### src/rtl/storage_pkg.sv
// storage_pkg: slot encoding, slot-to-select mapping and loader FSM states for the register-store loader
package storage_pkg;
  localparam logic [1:0] SLOT_A = 2'd0;
  localparam logic [1:0] SLOT_B = 2'd1;
  localparam logic [1:0] SLOT_C = 2'd2;
  localparam logic [1:0] SLOT_D = 2'd3;
  typedef enum logic [1:0] {IDLE, SETUP, STROBE, HOLD} load_state_e;
  // {SEL_AB,SEL_A}: A=11, B=10, C=01, D=00, which is the bitwise inverse of the slot index
  function automatic logic [1:0] slot_sel(input logic [1:0] slot);
    return ~slot;
  endfunction
endpackage

### src/rtl/storage_loader.sv
// storage_loader: sequences valid/ready words into a four-slot store with setup/strobe/hold write timing
//   CLK, RST (async active-low)             clock and reset
//   IN_DATA, IN_VALID, IN_READY             word handshake
//   IN_DIRECT, IN_ADDR                      explicit slot select instead of the auto pointer
//   CLEAR                                   return the auto pointer to slot A
//   WRITE_ENB, SEL_AB, SEL_A, DATA          store write interface (all registered)
//   PTR, DONE                               auto pointer and end-of-fill pulse
module storage_loader
  import storage_pkg::*;
#(
  parameter int WIDTH      = 8,
  parameter int STROBE_LEN = 1
) (
  input  logic             CLK,
  input  logic             RST,
  input  logic [WIDTH-1:0] IN_DATA,
  input  logic             IN_VALID,
  output logic             IN_READY,
  input  logic             IN_DIRECT,
  input  logic [1:0]       IN_ADDR,
  input  logic             CLEAR,
  output logic             WRITE_ENB,
  output logic             SEL_AB,
  output logic             SEL_A,
  output logic [WIDTH-1:0] DATA,
  output logic [1:0]       PTR,
  output logic             DONE
);
  localparam int CW = $clog2(STROBE_LEN + 1);
  load_state_e      state_q, state_d;
  logic [CW-1:0]    cnt_q, cnt_d;
  logic [1:0]       ptr_q, ptr_d, sel_q, sel_d;
  logic [WIDTH-1:0] data_q, data_d;
  logic             we_q, we_d, done_q, done_d, auto_q, auto_d;
  assign IN_READY  = RST && (state_q == IDLE) && !CLEAR;
  assign WRITE_ENB = we_q;
  assign {SEL_AB, SEL_A} = sel_q;
  assign DATA      = data_q;
  assign PTR       = ptr_q;
  assign DONE      = done_q;
  always_comb begin
    state_d = state_q;
    cnt_d   = cnt_q;
    ptr_d   = ptr_q;
    sel_d   = sel_q;
    data_d  = data_q;
    we_d    = 1'b0;
    done_d  = 1'b0;
    auto_d  = auto_q;
    case (state_q)
      IDLE: if (IN_VALID && IN_READY) begin
        state_d = SETUP;
        data_d  = IN_DATA;
        sel_d   = slot_sel(IN_DIRECT ? IN_ADDR : ptr_q);
        auto_d  = !IN_DIRECT;
      end
      SETUP: begin
        state_d = STROBE;
        we_d    = 1'b1;
        cnt_d   = CW'(STROBE_LEN - 1);
      end
      STROBE: if (cnt_q == '0) state_d = HOLD;
      else begin
        we_d  = 1'b1;
        cnt_d = cnt_q - 1'b1;
      end
      HOLD: begin
        state_d = IDLE;
        if (auto_q) begin
          ptr_d  = ptr_q + 1'b1;
          done_d = (sel_q == slot_sel(SLOT_D));
        end
      end
      default: state_d = IDLE;
    endcase
    // A CLEAR seen while a write is in flight cancels that write's pointer advance and DONE
    if (CLEAR) begin
      ptr_d  = '0;
      done_d = 1'b0;
      auto_d = 1'b0;
    end
  end
  always_ff @(posedge CLK or negedge RST) begin
    if (!RST) begin
      state_q <= IDLE;
      cnt_q   <= '0;
      ptr_q   <= SLOT_A;
      sel_q   <= slot_sel(SLOT_A);
      data_q  <= '0;
      we_q    <= 1'b0;
      done_q  <= 1'b0;
      auto_q  <= 1'b0;
    end else begin
      state_q <= state_d;
      cnt_q   <= cnt_d;
      ptr_q   <= ptr_d;
      sel_q   <= sel_d;
      data_q  <= data_d;
      we_q    <= we_d;
      done_q  <= done_d;
      auto_q  <= auto_d;
    end
  end
endmodule

### config.mk
export PLATFORM = sky130hd
export DESIGN_NAME = storage_loader
export DESIGN_NICKNAME = d
export VERILOG_FILES = /design/src/rtl/storage_pkg.sv /design/src/rtl/storage_loader.sv
export SDC_FILE = /design/constraint.sdc
export NUM_CORES = 1
export LEC_CHECK = 0
export ABC_CLOCK_PERIOD_IN_PS = 1850
export BUFFER_PORTS_ARGS = -buffer_cell sky130_fd_sc_hd__buf_2
export CAP_MARGIN = 0
export CORE_MARGIN = 2
export CORE_UTILIZATION = 47
export CTS_CLUSTER_SIZE = 12
export DETAILED_ROUTE_END_ITERATION = 10
export PLACE_DENSITY_LB_ADDON = 0.25
export SKIP_CTS_REPAIR_TIMING = 1
export SYNTH_ARGS = -nofsm -noshare
export SYNTH_HDL_FRONTEND = slang
export SYNTH_SLANG_ARGS = --single-unit
### constraint.sdc
create_clock -name CLK -period 1.85 [get_ports CLK]
set_clock_uncertainty 0.15 [all_clocks]
set_input_delay 0.2775 -clock CLK [delete_from_list [all_inputs] [get_ports CLK]]
set_output_delay 0.2775 -clock CLK [all_outputs]
set_load 0.005 [all_outputs]
* Word level (Yosys, flattened, before mapping)
Index checks and enable logic that the tools add are counted.
Word-level totals: flip-flop bits (word level) 18, input port bits 15, logic and storage cells 49
Cells by class: add/sub/neg operators 2, eq/ne operators 5, muxes and demuxes 17, bitwise operators 1, reductions and logical operators 16
Operator list (count):
- 2-to-1 mux 2 bit | 6
- nonzero test 2 bit | 5
- 2-to-1 mux 1 bit | 8
- one-hot mux 2 bit (4 select lines) | 1
- AND reduction 2 bit | 4
- == test 2 bit, second input constant | 2
- zero test 2 bit | 2
- one-hot mux 1 bit (2 select lines) | 2
- logical AND 1 bit | 3
- adder 2 x 1 -> 2 bit, second input constant | 1
- == test 2 x 1 -> 1 bit, second input constant | 1
- zero test 1 bit | 2
- inequality test 2 x 1 -> 1 bit, second input constant | 1
- inequality test 2 bit, second input constant | 1
- NOT 2 bit | 1
- subtractor 1 bit, second input constant | 1

* Longest topological paths before layout
Gate-level depths: netlist of the first run.
depth after elaboration 7, gate-level depth with buffers 5, depth with buffers taken out 4

* Worst setup path after synthesis of the first run
No wires, ideal clock.
kind reg-to-reg, start register state_q[0], end register data_q[0], in the netlist DATA[0], setup time 0.125 ns, arrival time 1.306 ns, required time 1.575 ns, path slack 0.268 ns, cell stages (with the launch flop) 6, path buffers 1, period minus slack after synthesis 1.582 ns, cell sequence dfrtp_1 inv_1 ha_1 nand4b_4 buf_6 mux2_4
On the way: word-level cells in the longest chain between the ends 5
RTL lines:
- start: declaration | RTL line storage_loader.sv:30 | load_state_e state_q, state_d;
- start signal: assignment | RTL line storage_loader.sv:94 | state_q <= state_d;
- zero test 2 bit * | RTL line storage_loader.sv:35, storage_loader.sv:50
- logical AND 1 bit (2 in series) | RTL line storage_loader.sv:35 | assign IN_READY = RST && (state_q == IDLE) && !CLEAR;
- logical AND 1 bit | RTL line storage_loader.sv:51 | IDLE: if (IN_VALID && IN_READY) begin
- AND reduction 2 bit (no line) *
- end signal: assignment | RTL line storage_loader.sv:98 | data_q <= data_d;
- end: declaration | RTL line storage_loader.sv:33 | logic [WIDTH-1:0] data_q, data_d;
Every way passes the cells marked *; elsewhere a longest branch is shown, timed or not. A chain may end at the register's enable or synchronous reset.

* Worst setup path after layout of the first run
start register state_q[0], end output port IN_READY
On the way: word-level cells in the longest chain between the ends 3
RTL lines:
- zero test 2 bit | RTL line storage_loader.sv:35
- logical AND 1 bit (2 in series) | RTL line storage_loader.sv:35
- end: declaration | RTL line storage_loader.sv:18 | output logic IN_READY,
Every way passes these cells.

==> impl_metrics.py, run 1 <==
metrics = {
    "logic_synthesis": {
        "ys_seq_area_share_pct": 52.7,
        "async_flop_share_pct": 100,
        "yosysUniqueCellTypes": 23,
        "synth_edf_count": 0,
        "synth_top_cell_by_area": "dfrtp_1",
        "yosys-top-cells-count": "dfrtp_1, mux2_4, ha_1, mux2_2, mux2i_1",
        "synth.area.top_cells": "dfrtp_1, mux2_4, dfstp_2, ha_1, mux2_2",
        "yosys.area.top_type_share_pct": 46.2,
        "synthCells": 55,
        "ys_ff_latch": 17,
        "syn_nets": 74,
        "ys_warn_count": 0,
        "yosysMostFrequentCell": "dfrtp_1",
        "synthesis.area_sq_um": 812,
        "synth_flop_cell": "dfrtp_1",
        "syn_avg_cell_area_sq_um": 14.8,
    },
    "die": {
        "die_area_sq_um": 2080,
        "fp.dieH_um": 45.6,
        "coreArea_sq_um": 1670,
        "initial_core_util_pct": 48.6,
        "core.rowCount": 15,
        "io_pins": 30,
        "die_x_um": 45.6,
    },
    "cells_and_area": {
        "multi_input_area_sq_um": 368,
        "final_cell_area_sq_um": 1050,
        "layout.cells.non_filler": 110,
        "num-fill-cells": 135,
        "nNetsFinal": 113,
        "drive_above_1_share_pct": 54.8,
        "area_delta_synth_final_pct": 29.6,
        "antennaDiodeCount": 0,
        "seq_area_sq_um": 428,
    },
    "grt": {
        "grt_start_max_net_pins": 13,
        "gr-usage-all-layers_pct": 14.6,
        "busiest_layer": "met2",
        "grtUsageMet2_pct": 22.5,
        "grt_pass1_vias": 489,
        "grt_pass1_wl_um": 2160,
        "grt.overflow.total": 0,
        "globalRouteMet1Util_pct": 19.4,
        "antenna_found_initial": 0,
        "use_met3_pct": 3.97,
    },
    "worst_setup_path": {
        "worst-path-max-fanout": 6,
        "end_kind": "output pin",
        "crit_family": "flip-flops",
        "arrival_ns": 1.33,
        "cp.depth": 4,
        "cp.required_ns": 1.42,
        "slowest_stage": "dfrtp_1",
        "crit_start": "state_q[0]",
        "rr_startpoint": "state_q[0]",
        "r2r_slack_ns": 0.14,
        "max_stage_delay_ns": 0.41,
        "crit_buf_inv": 2,
        "timing.rr.end": "DATA[4]",
        "ff2ff_path_depth": 4,
        "cp_cell_sequence": "inv_1, ha_2, and3b_1, buf_2",
        "worstSetupPathType": "flip-flop to output pin",
        "start_kind": "flip-flop",
        "crit_end": "IN_READY",
    },
    "clock_network": {
        "insertion_delay_ns": 0.29,
        "h-tree-depth": 1,
        "clkSlewWorstSetupHoldPaths_ns": 0.10,
        "cts_tree": "yes",
        "clockBufferDepth": 2,
        "ctsRootBufferMaster": "clkbuf_4",
        "clock_sinks": 17,
        "cts_buffers": 3,
    },
    "min_path": {
        "worstHoldPathType": "input port to flip-flop",
    },
    "sta": {
        "rsz0062_at_grt": "no",
        "min_period_over_period_pct": 94.7,
        "max_clock_freq_ghz": 0.571,
        "finalSetupViolCount": 0,
        "slew_violations": 0,
        "relSlewSlack_pct": 76.4,
        "fin_crit_ns": 1.75,
        "fin_hold_ws_ns": 0.0527,
        "tns_ns": 0,
        "worstMarginPinSlew_ns": 0.353,
        "finalHoldViolCount": 0,
    },
    "route": {
        "drt_iter0_markers": 10,
        "wl_um": 1430,
        "drc_errors": 0,
        "wl_per_cell_um": 13.0,
        "dr.pass1.iters": 4,
        "via_count": 570,
        "drtAntennaViolNets": 0,
        "viasPerCell": 5.18,
    },
    "power": {
        "total_power_uw": 1330,
        "p_per_area_nw_per_um2": 1260,
        "worst_ir_drop_vdd_uv": 643,
        "leakagePower_uw": 0.000580,
    },
    "placed_design": {
        "placed_cells": 102,
        "place_congestion": 0.681,
        "io_buffer_count": 29,
        "dpl.hpwl_um": 1060,
        "placed_area_sq_um": 982,
    },
    "job": {
        "maxCapViolCount": 0,
    },
    "status": {
        "status": "complete, no violations",
    },
}
[stage by stage]
stage	worst slack (ns)	util, %
2_1_floorplan	0.268	-
3_3_place_gp	0.165	58.8
3_5_place_dp	0.0861	58.8
4_1_cts	0.0216	60.4
5_1_grt	0.0119	63.0
6_report	0.0973	63.0
[where the power goes]
| group | total, uW | internal [uW] | switching [uW] |
|---|---|---|---|
| logic | 522 | 320 | 202 |
| clock network | 192 | 80.2 | 112 |
| registers | 614 | 530 | 83.9 |
| total | 1330 | 930 | 398 |
[flip-flops by register name, indices dropped and copies added, names as in the netlist]
signal / flops
DONE: 1
auto_q: 1
PTR: 2
DATA: 8
sel_q: 2
state_q: 2
WRITE_ENB: 1
[kinds of logic (layout without fill, tap and decap cells)]
logic type               after synthesis  after routing  share of synthesized area [%]
AO/OA/AOI/OAI                          4              4                           3.85
adder cells (fa/ha/maj)                4              4                           6.16
buffers and inverters                  3             41                           2.31
flip-flops                            17             17                           52.7
multiplexers                          14             14                           22.7
AND/OR/NAND/NOR                       13             13                           12.3
[final cells by class]
class	count	share of cell area, %
timing repair buffer	35	19.0
tap	17	2.02
clock buffer	3	2.14
clock inverter	1	0.476
sequential	17	40.7
multi-input combinational	35	35.0
inverter	2	0.713
[layer usage]
layer  vias to the layer above  wire [um]
met5                         -          0
met4                         0          0
met3                         0         91
met2                        21        671
met1                       275        664
li1                        274          -
[cell usage in the layout, fill, tap and decap left out, types with 2 or more instances in the layout]
cell           synthesis  final
dfstp_2                2      2
buf_4                  0      2
nand3b_1               2      2
dfrtp_1               15     15
buf_2                  0     29
ha_1                   4      3
dlygate4sd3_1          0      4
mux2_2                 3      3
mux2i_1                3      3
inv_1                  2      2
clkbuf_4               0      3
mux2_4                 8      8
nor2_1                 2      2
[worst min-delay path by stage]
stage,cells past startpoint,end,startpoint
2_1_floorplan,0,DATA[0],RST
6_report,2,auto_q,IN_DIRECT
3_3_place_gp,2,DATA[3],RST
3_5_place_dp,2,DATA[3],RST
4_1_cts,2,DATA[1],RST
5_1_grt,2,DATA[0],IN_DATA[0]
No activity file was read; power rests on OpenSTA's default activity.
==> run 2, diff against run 1 <==
--- a/config.mk
+++ b/config.mk
@@ -9,7 +9,8 @@
 export BUFFER_PORTS_ARGS = -buffer_cell sky130_fd_sc_hd__buf_2
 export CAP_MARGIN = 0
 export CORE_MARGIN = 2
-export CORE_UTILIZATION = 47
+export CORE_UTILIZATION = 50
+export CTS_BUF_LIST = sky130_fd_sc_hd__clkbuf_4
 export CTS_CLUSTER_SIZE = 12
 export DETAILED_ROUTE_END_ITERATION = 10
 export PLACE_DENSITY_LB_ADDON = 0.25
==> run 2 against run 1 <==
Worst setup slack lost 0.011 ns. Critical endpoint unchanged. Flip-flop and latch count is the same. Die area shrank 5.5%. Total power grew 0.72%. Clock-buffer cell count grew 1. First-iteration DRC count shrank 40%. Combinational power shrank 3%. Non-clock buffer count shrank 4.
==> impl_metrics.py, run 2 (synthesis gave the netlist of run 1 again) <==
metrics = {
    "worst_setup_path": {
        "rr_startpoint": "state_q[0]",
        "cp.depth": 4,
        "cp_cell_sequence": "inv_1, ha_2, and3b_1, buf_2",
        "max_stage_delay_ns": 0.41,
        "start_kind": "flip-flop",
        "timing.rr.end": "DATA[0]",
        "slowest_stage": "dfrtp_1",
        "worst-path-max-fanout": 6,
        "end_kind": "output pin",
        "ff2ff_path_depth": 4,
        "worstSetupPathType": "flip-flop to output pin",
        "crit_family": "flip-flops",
        "cp.required_ns": 1.42,
        "crit_buf_inv": 2,
        "arrival_ns": 1.34,
        "r2r_slack_ns": 0.16,
    },
    "sta": {
        "tns_ns": 0,
        "relSlewSlack_pct": 80.6,
        "max_clock_freq_ghz": 0.567,
        "fin_crit_ns": 1.76,
        "finalSetupViolCount": 0,
        "rsz0062_at_grt": "no",
        "finalHoldViolCount": 0,
        "slew_violations": 0,
        "worstMarginPinSlew_ns": 0.291,
        "min_period_over_period_pct": 95.3,
    },
    "power": {
        "intPower_uw": 943,
        "power_frac_clock_pct": 15.8,
        "p_seq_share_pct": 46.2,
        "leakagePower_uw": 0.000563,
        "p_comb_share_pct": 38.0,
        "worst_ir_drop_vdd_uv": 645,
        "p_sw_share_pct": 29.5,
        "p_per_area_nw_per_um2": 1320,
        "p_sw_uw": 395,
    },
    "die": {
        "initial_core_util_pct": 53.9,
        "io_pins": 30,
        "coreArea_sq_um": 1510,
        "die_area_sq_um": 1960,
        "core.rowCount": 14,
        "die_x_um": 44.3,
        "fp.dieH_um": 44.3,
    },
    "grt": {
        "antenna_found_initial": 0,
        "grt.overflow.total": 0,
        "grt_pass1_wl_um": 2290,
        "grt_pass1_vias": 522,
        "grt_start_max_net_pins": 15,
        "gr-usage-all-layers_pct": 16.3,
    },
    "clock_network": {
        "clkSlewWorstSetupHoldPaths_ns": 0.09,
        "h-tree-depth": 1,
        "insertion_delay_ns": 0.29,
        "clock_sinks": 17,
        "cts_buffers": 3,
        "ctsRootBufferMaster": "clkbuf_4",
        "clockBufferDepth": 2,
        "cts_tree": "yes",
    },
    "route": {
        "drc_errors": 0,
        "viasPerCell": 5.06,
        "drt_iter0_markers": 6,
        "wl_per_cell_um": 13.1,
        "dr.pass1.iters": 3,
        "via_count": 531,
        "wl_um": 1370,
        "drtAntennaViolNets": 0,
    },
    "cells_and_area": {
        "largest_reg_flops": 8,
        "seq_area_sq_um": 428,
        "antennaDiodeCount": 0,
        "multi_input_area_sq_um": 368,
        "nNetsFinal": 109,
        "final_cell_mix": "buf_2, dfrtp_1, mux2_4, clkbuf_4",
        "area_delta_synth_final_pct": 25.1,
        "num-fill-cells": 113,
        "final_cell_area_sq_um": 1020,
        "drive_above_1_share_pct": 56.2,
        "final_common_cell": "buf_2",
    },
    "placed_design": {
        "io_buffer_count": 29,
        "dpl.hpwl_um": 1060,
        "placed_area_sq_um": 973,
        "place_congestion": 0.707,
    },
    "job": {
        "maxCapViolCount": 0,
    },
    "min_path": {
        "min_from": "IN_DIRECT",
        "min_to": "auto_q",
        "worstHoldPathType": "input port to flip-flop",
        "min_delay_path_depth": 2,
    },
    "status": {
        "status": "complete, no violations",
    },
}
## run 2: layout make-up
type,count,area share (%)
Multi-Input combinational cell,35,36.2
Tap cell,16,1.97
Clock buffer,4,2.96
Timing Repair Buffer,31,16.0
Sequential cell,17,42.1
Inverter,2,0.739
## run 2: worst max path at each step
stage,startpoint,end,slack [ns]
detailed placement,state_q[0],DATA[0],0.09
finish,state_q[0],IN_READY,0.09
global route,state_q[1],IN_READY,0.03
global placement,state_q[1],DATA[6],0.15
floorplan,state_q[0],DATA[0],0.27
CTS,state_q[0],IN_READY,0.02
## run 2: metal layers
layer,wire length (um),up-vias,track usage [%]
met5,0,-,0
met2,591,24,25.0
met3,104,3,4.49
met1,647,240,20.6
met4,29,0,9.09
li1,-,264,-
## run 2: per-stage QoR
| stage | setup WS, ns | total power (uW) | cells | util (%) | hold WS (ns) |
|---|---|---|---|---|---|
| after floorplan | 0.268 | 938 | 55 | - | -0.168 |
| after global placement | 0.151 | 1120 | 100 | 64.6 | -0.0234 |
| after detailed placement | 0.0948 | 1140 | 100 | 64.6 | -0.0232 |
| after CTS | 0.0171 | 1350 | 104 | 66.6 | -0.346 |
| after global routing | 0.0330 | 1440 | 105 | 67.4 | 0.0481 |
| final | 0.0861 | 1340 | 105 | 67.4 | 0.0544 |
## run 2: worst reg2reg max path, cell delays in order, from the launching register on
cell      delay [ns]
dfrtp_1         0.41
inv_1           0.11
ha_2            0.25
nand4b_4        0.27
mux2_4          0.38
## run 2: power by group through the flow
stage	sequential, uW	clock [uW]	combinational [uW]
after floorplan	628	0	309
after global placement	619	0	498
after detailed placement	627	0	509
after CTS	619	219	511
after global routing	639	231	574
final	618	211	508
